$ cat src/rtl/cga_pkg.sv
// ============================================================================
// Module      : cga_pkg
// Description : Shared types and constants for the CGA VRAM arbiter.
// Revision    : 1.0 - initial release
// ============================================================================
`default_nettype none

package cga_pkg;

    localparam int          VRAM_AW     = 19;
    localparam logic [14:0] WIN16K_MASK = 15'h3FFF;
    localparam logic [14:0] WIN32K_MASK = 15'h7FFF;

    typedef enum logic [2:0] {
        IDLE     = 3'd0,
        CPU_ADDR = 3'd1,
        CPU_RD   = 3'd2,
        CPU_WR   = 3'd3,
        CPU_HOLD = 3'd4
    } cga_state_e;

    // The 16K window aliases every 0x4000 bytes, so bit 14 is dropped there.
    function automatic logic [VRAM_AW-1:0] cpu_vram_addr(input logic [14:0] a,
                                                          input logic        tandy);
        return {4'b0000, a & (tandy ? WIN32K_MASK : WIN16K_MASK)};
    endfunction

endpackage

`default_nettype wire

$ cat src/rtl/cga_strobe_sync.sv
// ============================================================================
// Module      : cga_strobe_sync
// Description : SYNC_STAGES-deep synchroniser and falling-edge detector for
//               an active-low ISA strobe.
// Revision    : 1.0 - initial release
// ============================================================================
`default_nettype none

module cga_strobe_sync #(
    parameter int SYNC_STAGES = 2
) (
    input  logic clk,
    input  logic reset_l,
    input  logic strobe_l,
    output logic synced_l,
    output logic fall
);

    logic [SYNC_STAGES-1:0] r_sync;
    logic                   r_prev;

    // Flops reset to the inactive (high) level so reset release is not an edge.
    always_ff @(posedge clk or negedge reset_l) begin
        if (!reset_l) begin
            r_sync <= '1;
            r_prev <= 1'b1;
        end else begin
            r_sync <= {r_sync[SYNC_STAGES-2:0], strobe_l};
            r_prev <= r_sync[SYNC_STAGES-1];
        end
    end

    assign synced_l = r_sync[SYNC_STAGES-1];
    assign fall     = r_prev & ~r_sync[SYNC_STAGES-1];

endmodule

`default_nettype wire

$ cat src/rtl/cga_vram_arbiter.sv
// ============================================================================
// Module      : cga_vram_arbiter
// Description : Shares the single VRAM port between sequencer video fetches
//               (absolute priority) and ISA CPU reads/writes. Optional
//               posted-write buffer enabled by macro CGA_POSTED_WRITE_EN.
// Revision    : 1.0 - initial release
// ============================================================================
`default_nettype none

module cga_vram_arbiter
    import cga_pkg::*;
#(
    parameter int USE_BUS_WAIT = 1,
    parameter int WE_CYCLES    = 2,
    parameter int SYNC_STAGES  = 2
) (
    input  logic               clk,
    input  logic               reset_l,
    input  logic [14:0]        bus_a,
    input  logic               bus_memr_l,
    input  logic               bus_memw_l,
    input  logic [7:0]         bus_d,
    output logic [7:0]         bus_out,
    output logic               bus_rdy,
    input  logic               tandy_mode,
    input  logic               vid_req,
    input  logic [VRAM_AW-1:0] vid_addr,
    output logic [7:0]         vid_data,
    output logic               vid_valid,
    output logic [VRAM_AW-1:0] ram_a,
    input  logic [7:0]         ram_d,
    output logic [7:0]         ram_dout,
    output logic               ram_we_l
);

    cga_state_e         r_state, w_next;
    logic               w_rd_fall, w_wr_fall, w_rd_sync_l, w_wr_sync_l;
    logic               r_pend;
    logic [VRAM_AW-1:0] r_pend_addr;
    logic               r_op_wr;
    logic [2:0]         r_we_cnt;
    logic               r_vid_pend;
    logic               r_stall_v;
    logic [VRAM_AW-1:0] r_stall_addr;
    logic [VRAM_AW-1:0] w_cpu_addr;
    logic               w_vid_busy, w_vid_slot, w_we_last, w_rd_done, w_wr_done;
    logic               w_go, w_go_wr, w_wait;
    logic [VRAM_AW-1:0] w_go_addr;
    logic [7:0]         w_go_data;

    cga_strobe_sync #(.SYNC_STAGES(SYNC_STAGES)) u_sync_rd (
        .clk      (clk),
        .reset_l  (reset_l),
        .strobe_l (bus_memr_l),
        .synced_l (w_rd_sync_l),
        .fall     (w_rd_fall)
    );

    cga_strobe_sync #(.SYNC_STAGES(SYNC_STAGES)) u_sync_wr (
        .clk      (clk),
        .reset_l  (reset_l),
        .strobe_l (bus_memw_l),
        .synced_l (w_wr_sync_l),
        .fall     (w_wr_fall)
    );

    assign w_cpu_addr = cpu_vram_addr(bus_a, tandy_mode);
    assign w_vid_busy = vid_req | r_stall_v;
    assign w_vid_slot = (r_state == IDLE) || (r_state == CPU_HOLD);
    assign w_we_last  = (r_we_cnt == 3'(WE_CYCLES - 1));
    assign w_rd_done  = (r_state == CPU_RD);
    assign w_wr_done  = (r_state == CPU_WR) && w_we_last;

`ifdef CGA_POSTED_WRITE_EN
    logic               r_buf_full, r_wwait;
    logic [VRAM_AW-1:0] r_buf_addr, r_wwait_addr;
    logic [7:0]         r_buf_data, r_wwait_data;
    logic               w_buf_free;

    // A buffer finishing its drain this cycle can take a new write directly.
    assign w_buf_free = !r_buf_full || (w_wr_done && !r_wwait);

    always_ff @(posedge clk or negedge reset_l) begin
        if (!reset_l) begin
            r_pend       <= 1'b0;
            r_pend_addr  <= '0;
            r_buf_full   <= 1'b0;
            r_buf_addr   <= '0;
            r_buf_data   <= '0;
            r_wwait      <= 1'b0;
            r_wwait_addr <= '0;
            r_wwait_data <= '0;
        end else begin
            if (w_rd_fall && !w_wr_fall && !r_pend) begin
                r_pend      <= 1'b1;
                r_pend_addr <= w_cpu_addr;
            end else if (w_rd_done) begin
                r_pend <= 1'b0;
            end
            if (w_wr_done) begin
                if (r_wwait) begin
                    r_buf_addr <= r_wwait_addr;
                    r_buf_data <= r_wwait_data;
                    r_wwait    <= 1'b0;
                end else begin
                    r_buf_full <= 1'b0;
                end
            end
            if (w_wr_fall) begin
                if (w_buf_free) begin
                    r_buf_full <= 1'b1;
                    r_buf_addr <= w_cpu_addr;
                    r_buf_data <= bus_d;
                end else if (!r_wwait) begin
                    r_wwait      <= 1'b1;
                    r_wwait_addr <= w_cpu_addr;
                    r_wwait_data <= bus_d;
                end
            end
        end
    end

    // Buffered write always goes first so a later read sees it.
    assign w_go      = r_buf_full | r_pend;
    assign w_go_wr   = r_buf_full;
    assign w_go_addr = r_buf_full ? r_buf_addr : r_pend_addr;
    assign w_go_data = r_buf_data;
    assign w_wait    = r_pend | r_wwait;
`else
    logic       r_pend_wr;
    logic [7:0] r_pend_data;

    always_ff @(posedge clk or negedge reset_l) begin
        if (!reset_l) begin
            r_pend      <= 1'b0;
            r_pend_wr   <= 1'b0;
            r_pend_addr <= '0;
            r_pend_data <= '0;
        end else if (!r_pend && (w_rd_fall || w_wr_fall)) begin
            r_pend      <= 1'b1;
            r_pend_wr   <= w_wr_fall;
            r_pend_addr <= w_cpu_addr;
            r_pend_data <= bus_d;
        end else if (w_rd_done || w_wr_done) begin
            r_pend <= 1'b0;
        end
    end

    assign w_go      = r_pend;
    assign w_go_wr   = r_pend_wr;
    assign w_go_addr = r_pend_addr;
    assign w_go_data = r_pend_data;
    assign w_wait    = r_pend;
`endif

    generate
        if (USE_BUS_WAIT != 0) begin : g_bus_wait
            assign bus_rdy = ~w_wait;
        end else begin : g_no_bus_wait
            assign bus_rdy = 1'b1;
        end
    endgenerate

    always_ff @(posedge clk or negedge reset_l) begin
        if (!reset_l) r_state <= IDLE;
        else          r_state <= w_next;
    end

    always_comb begin
        w_next = r_state;
        unique case (r_state)
            IDLE:     if (w_go && !w_vid_busy) w_next = CPU_ADDR;
            CPU_ADDR: w_next = r_op_wr ? CPU_WR : CPU_RD;
            CPU_RD:   w_next = CPU_HOLD;
            CPU_WR:   if (w_we_last) w_next = CPU_HOLD;
            // Only the strobe of the finished access matters here.
            CPU_HOLD: if (r_op_wr ? w_wr_sync_l : w_rd_sync_l) w_next = IDLE;
            default:  w_next = IDLE;
        endcase
    end

    always_ff @(posedge clk or negedge reset_l) begin
        if (!reset_l) begin
            ram_a        <= '0;
            ram_we_l     <= 1'b1;
            ram_dout     <= '0;
            bus_out      <= '0;
            vid_data     <= '0;
            vid_valid    <= 1'b0;
            r_vid_pend   <= 1'b0;
            r_stall_v    <= 1'b0;
            r_stall_addr <= '0;
            r_op_wr      <= 1'b0;
            r_we_cnt     <= '0;
        end else begin
            vid_valid  <= r_vid_pend;
            r_vid_pend <= 1'b0;
            if (r_vid_pend) vid_data <= ram_d;

            if (w_vid_slot) begin
                if (r_stall_v) begin
                    ram_a        <= r_stall_addr;
                    r_vid_pend   <= 1'b1;
                    r_stall_v    <= vid_req;
                    r_stall_addr <= vid_addr;
                end else if (vid_req) begin
                    ram_a      <= vid_addr;
                    r_vid_pend <= 1'b1;
                end else if ((r_state == IDLE) && w_go) begin
                    ram_a   <= w_go_addr;
                    r_op_wr <= w_go_wr;
                    if (w_go_wr) ram_dout <= w_go_data;
                end
            end else if (vid_req) begin
                r_stall_v    <= 1'b1;
                r_stall_addr <= vid_addr;
            end

            if ((r_state == CPU_ADDR) && r_op_wr) begin
                ram_we_l <= 1'b0;
                r_we_cnt <= '0;
            end else if (r_state == CPU_WR) begin
                if (w_we_last) ram_we_l <= 1'b1;
                else           r_we_cnt <= r_we_cnt + 3'd1;
            end

            if (r_state == CPU_RD) bus_out <= ram_d;
        end
    end

endmodule

`default_nettype wire
$ cat config.mk
export PLATFORM = sky130hd
export DESIGN_NAME = cga_vram_arbiter
export DESIGN_NICKNAME = d
export VERILOG_FILES = /design/src/rtl/cga_pkg.sv /design/src/rtl/cga_strobe_sync.sv /design/src/rtl/cga_vram_arbiter.sv
export SDC_FILE = /design/constraint.sdc
export NUM_CORES = 1
export LEC_CHECK = 0
export CAP_MARGIN = 30
export CORE_UTILIZATION = 45
export CTS_CLUSTER_SIZE = 10
export DETAILED_ROUTE_END_ITERATION = 8
export PLACE_DENSITY_LB_ADDON = 0.15
export REMOVE_ABC_BUFFERS = 1
export SYNTH_ARGS = -nofsm -noshare
export SYNTH_HDL_FRONTEND = slang
export SYNTH_HIERARCHICAL = 1
export SYNTH_SLANG_ARGS = --single-unit
$ cat constraint.sdc
create_clock -name clk -period 1.9 [get_ports clk]
set_clock_uncertainty 0.2 [all_clocks]
set_input_delay 0.19 -clock clk [delete_from_list [all_inputs] [get_ports clk]]
set_output_delay 0.19 -clock clk [all_outputs]
set_load 0.02 [all_outputs]
==> results of run 1 <==
## routing by layer
metal  GRT usage  up-vias  share of wire
met5           0        -              0
li1            -     1414              -
met1       0.259     1502           0.48
met3      0.0373        9          0.049
met4      0.0635        0          0.012
met2       0.306       82           0.46
## final cells by class
| type | count | area [um2] | share of cell area |
|---|---|---|---|
| Tap cell | 133 | 166 | 0.0277 |
| Sequential cell | 104 | 2610 | 0.435 |
| Clock inverter | 5 | 57.6 | 0.00959 |
| Clock buffer | 11 | 131 | 0.0219 |
| Inverter | 19 | 71.3 | 0.0119 |
| Timing Repair Buffer | 125 | 1270 | 0.211 |
| Multi-Input combinational cell | 187 | 1700 | 0.283 |
## power breakdown
group	internal, uW	switching, uW
Combinational	2890	2290
Sequential	3310	628
Clock	609	719
## timing repair
item	4_1_cts	5_1_grt
endpoints found under the setup margin	1	1
setup buffers	0	0
gates resized for setup	1	1
hold endpoints to repair	81	0
hold buffers	1	0
## Yosys cell counts
| cell | number |
|---|---|
| dfstp_2 | 7 |
| mux2i_4 | 1 |
| a211o_1 | 16 |
| a32o_1 | 15 |
| or2_2 | 1 |
| nor4bb_1 | 1 |
| nand4b_1 | 1 |
| buf_4 | 2 |
| or2_4 | 1 |
| clkbuf_1 | 7 |
| nor2b_1 | 19 |
| inv_1 | 19 |
| nand4_2 | 1 |
| or2b_1 | 1 |
| nor2_2 | 2 |
| buf_2 | 7 |
| mux2_2 | 60 |
| o21ai_4 | 1 |
| nand3_1 | 4 |
| nand4_1 | 1 |
| dfrtp_1 | 97 |
| maj3_1 | 1 |
| a31o_2 | 1 |
| a21oi_1 | 19 |
| ha_1 | 2 |
| nor2_1 | 4 |
| o21bai_2 | 1 |
| o31ai_1 | 3 |
| nand2_1 | 4 |
| nand2b_1 | 3 |
| mux2_4 | 10 |
| o21ai_0 | 6 |
| buf_12 | 1 |
| mux2i_1 | 1 |
| nand3b_1 | 1 |
| nor2b_4 | 2 |
| a22o_1 | 4 |
## critical path, delay by kind of cell (launching register included)
family | cells | cell delay, ns
AO/OA/AOI/OAI | 2 | 0.39
buffers and inverters | 1 | 0.27
flip-flops | 1 | 0.48
AND/OR/NAND/NOR | 1 | 0.37
## flip-flops by register name, summed over array words and instances, names as in the netlist, 2 cells and up
register,flops
r_pend_addr,15
r_we_cnt,3
vid_data,8
r_stall_addr,19
ram_a,19
r_pend_data,8
u_sync_wr/r_sync,2
r_state,3
ram_dout,8
bus_out,8
u_sync_rd/r_sync,2
## through the flow
step            util  setup WS, ns  hold WS (ns)  setup TNS, ns
2_1_floorplan      -        -0.318        -0.306          -9.07
3_3_place_gp   0.596       -0.0719       -0.0131          -1.92
3_5_place_dp   0.596       -0.0993      -0.00940          -2.39
4_1_cts        0.617        0.0208        0.0170              0
5_1_grt        0.617        0.0582        0.0161              0
6_report       0.617         0.133        0.0331              0
## worst min-delay path by stage
stage,endpoint,slack (ns),cells after the start
finish,u_sync_rd/r_sync[0],0.03,1
global route,u_sync_rd/r_sync[0],0.02,1
CTS,u_sync_rd/r_sync[0],0.02,1
detailed placement,bus_out[5],-0.009,1
global placement,vid_data[6],-0.01,1
floorplan,bus_out[0],-0.31,0
## cell families after synthesis
logic type | share of synthesized area
AND/OR/NAND/NOR | 0.0660
multiplexers | 0.192
buffers and inverters | 0.0375
adder cells (fa/ha/maj) | 0.00782
AO/OA/AOI/OAI | 0.114
flip-flops | 0.583
==> impl_metrics.ini, run 1 <==
[clock_tree]
cts_tree = built
ctsHtreeMaxLevel = 3
clkTransAtPathRegs_ns = 0.09
cts_buffer_depth = 2
numCtsBuffers = 9
clock-sinks = 104
clk-insertion-delay-late_ns = 0.35
root_buffer = clkbuf_8

[timing]
min_period_over_period = 0.930
slew_headroom = 0.666
post-route-min-period_ns = 1.77
setup_viol = 0
rsz0062_at_grt = no
worst_pin_slew_ns = 0.501
fmax_ghz = 0.566
finalHoldViolations = 0
drv_slew = 0

[worst_setup_path]
cp-endpoint = ram_a[9]
startpoint = r_stall_v
cp_max_fo = 15
crit_chain = or2_2 > o21ai_4 > buf_4 > a32o_1
r2r-start = r_stall_v
critical_path_required_ns = 1.99
cpMaxStageDelayCell = dfrtp_1
worstPathArrival_ns = 1.86
rr_worst_depth = 4
startpoint_type = register
critPathMaxStageDelay_ns = 0.48
cp-end-kind = register
reg2reg_to = ram_a[9]
timing_worst_setup_path_type = reg -> reg
reg2reg_slack_ns = 0.13

[synth]
ys_ff_latch = 104
synth_cell_types = 37
synth_top_area_frac = 0.542
syn_area_mm2 = 0.00448
yosys.area.top_type = dfrtp_1
syn-instance-count = 327
synth-seq-area-share = 0.583
yosysWarningCount = 6
synth_area_leaders = dfrtp_1 54%, mux2_2 15%, dfstp_2 4.1%
avgSynthCellArea_um2 = 13.7

[power]
leakagePower_uw = 0.00262
total_power_uw = 10400
p_per_area_mw_per_mm2 = 1740
peakVddDrop_mv = 0.683

[placed_design]
port_buffers = 101
place_inst = 567
place.detailed.hpwl_um = 6270
place_area_mm2 = 0.00580
place_congestion = 0.745

[cells_and_area]
fin_nets = 504
fin_cells = 584
syn2layout_area_growth_pct = 34.1
final_cell_area_mm2 = 0.00600
fillerInstances = 830
diodes = 0
drive_above_1_share = 0.279
final_common_cell = clkdlybuf4s50_1
layout_common_cells = 98 x clkdlybuf4s50_1, 97 x dfrtp_1, 60 x mux2_2

[drt]
final_antenna_net_count = 0
drc = 0
wl_um = 9030
wire_per_inst_um = 15.5
num_vias = 3007
vias_per_cell = 5.15
drt-pass1-iter-count = 4
drt_iter0_markers = 66

[min_path]
holdCritPathClass = in -> reg
hp-start = bus_memr_l

[grt]
grt_use_total = 0.190
grt_max_degree = 38
grt_pass1_wl_um = 15100
grt_overflow_total = 0
grt_pass1_vias = 3173
antenna_found_initial = 0

[floorplan]
die_area_mm2 = 0.0104
start_util = 0.460
die_h_um = 102
row_count = 36
coreArea_mm2 = 0.00973
fp.dieW_um = 102
ios = 102

[status]
status = complete, no violations

[run]
maxCapViolations = 0
Note: power is estimated with default switching activity, not from simulation.
==> run 2, diff against run 1 <==
--- a/config.mk
+++ b/config.mk
@@ -6,5 +6,5 @@
 export NUM_CORES = 1
 export LEC_CHECK = 0
-export CAP_MARGIN = 30
+export CAP_MARGIN = 20
 export CORE_UTILIZATION = 45
 export CTS_CLUSTER_SIZE = 10
==> constraint.sdc (replaced) <==
create_clock -name clk -period 1.9 [get_ports clk]
set_clock_uncertainty 0.2 [all_clocks]
set_input_delay 0.475 -clock clk [delete_from_list [all_inputs] [get_ports clk]]
set_output_delay 0.475 -clock clk [all_outputs]
set_load 0.02 [all_outputs]
==> run 2 against run 1 <==
Against the previous run: non-clock buffer count is 2 higher; first-iteration DRC count is 7.6% lower; total power is 4.2% lower; die area stayed put; combinational power is 5.4% lower; highest routed layer unchanged; sequential power hardly changed; global-route usage is 0.37 points higher; hold slack better by 0.13 ns; cell count is 0.34% higher; critical path depth is 3 lower; critical endpoint is now ram_we_l; setup slack worse by 0.076 ns; clock-buffer cell count is 1 lower.
==> impl_metrics.ini, run 2 (synthesis results as in run 1) <==
[status]
status = complete, no violations

[timing]
drv_slew = 0
slew_headroom = 0.742
post-route-min-period_ns = 1.84
finalHoldViolations = 0
hold_slack_ns = 0.160
fmax_ghz = 0.543
worst_pin_slew_ns = 0.387
setup_viol = 0
rsz0062_at_grt = no
tns_ns = 0
min_period_over_period = 0.970
fin_ws_ns = 0.0577

[clock_tree]
ctsHtreeMaxLevel = 3
cts_buffer_depth = 2
clock-sinks = 104
post_cts_buffers = 0
root_buffer = clkbuf_8
cts_tree = built
clk-insertion-delay-late_ns = 0.36
clkTransAtPathRegs_ns = 0.09
numCtsBuffers = 9

[placed_design]
place.detailed.hpwl_um = 6370
port_buffers = 101
pre_cts_ws_ns = -0.397
place_area_mm2 = 0.00582
place_congestion = 0.755

[power]
leakagePower_uw = 0.00271
peakVddDrop_mv = 0.644
total_power_uw = 10000
p_per_area_mw_per_mm2 = 1680

[floorplan]
coreArea_mm2 = 0.00973
ios = 102
fp.dieW_um = 102
row_count = 36
die_area_mm2 = 0.0104
die_h_um = 102
start_util = 0.460

[worst_setup_path]
cpMaxStageDelayCell = dfstp_2
timing_worst_setup_path_type = reg -> out
cp_top_family = flip-flops
worstPathArrival_ns = 1.17
critPathMaxStageDelay_ns = 0.55
crit_chain = clkdlybuf4s15_2
cp_max_fo = 3
critical_path_required_ns = 1.22
startpoint_type = register
critPathBufInv = 1
cp-end-kind = output port

[drt]
wl_um = 9230
drt_iter0_markers = 61
wire_per_inst_um = 15.8
num_vias = 3043
drt-pass1-iter-count = 4
vias_per_cell = 5.19
drc = 0
final_antenna_net_count = 0

[grt]
grt_max_degree = 30
grt_pass1_vias = 3074
grt_pass1_wl_um = 15200
top_usage_layer = met2
grt_util_met1 = 0.270
grt_overflow_total = 0
grt_util_met2 = 0.305
grt_use_total = 0.194
grt_use_met3 = 0.0497
antenna_found_initial = 0

[cells_and_area]
largestRegisters = r_stall_addr x19, ram_a x19, r_pend_addr x15
layout_common_cells = 97 x dfrtp_1, 60 x mux2_2, 53 x clkdlybuf4s50_1
syn2layout_area_growth_pct = 32.9
diodes = 0
final_common_cell = dfrtp_1
final_cell_area_mm2 = 0.00595
fin_nets = 506
fillerInstances = 860
drive_above_1_share = 0.287

[run]
maxCapViolations = 0

[min_path]
holdCritPathClass = reg -> reg
==> run 2: what timing repair did <==
action,in CTS,in global routing
endpoints found under the hold margin,16,0
endpoints found under the setup margin,57,32
resized for setup,49,3
hold buffers,1,0
pin swaps,1,0
==> run 2: metal layers <==
metal / up-vias / wire, um / part of all wire
met2: 102 / 4280 / 0.46
met1: 1518 / 4300 / 0.47
met3: 7 / 566 / 0.061
li1: 1416 / - / -
met4: 0 / 84 / 0.0091
met5: - / 0 / 0
==> run 2: final cells by class <==
cell class,count,area [um2],share of cell area
clock inverter,6,36.3,0.00610
sequential,104,2610,0.439
tap,133,166,0.0280
multi-input combinational,187,1700,0.285
inverter,19,71.3,0.0120
clock buffer,10,128,0.0215
timing repair buffer,127,1240,0.208
==> run 2: stage by stage <==
stage,instances,util
finish,586,0.611
global route,586,0.611
CTS,586,0.611
detailed placement,569,0.598
global placement,569,0.598
floorplan,310,-
==> run 2: where the power goes <==
group          internal (uW)  switching, uW
clock                    470            721
combinational           2590           2310
sequential              3310            605
==> run 2: path summary, 6_finish.rpt <==
| check | start | endpoint | slack, ns | cells after the start |
|---|---|---|---|---|
| max in group asynchronous | reset_l | ram_a[9] | 0.60 | 3 |
| setup / recovery | ram_we_l | ram_we_l | 0.06 | 1 |
| min in group asynchronous | reset_l | bus_out[5] | 0.37 | 2 |
| setup reg to reg | r_stall_v | ram_a[17] | 0.16 | 3 |
| hold reg to reg | u_sync_wr/r_sync[0] | u_sync_wr/r_sync[1] | 0.16 | 0 |
| hold / removal | u_sync_wr/r_sync[0] | u_sync_wr/r_sync[1] | 0.16 | 0 |
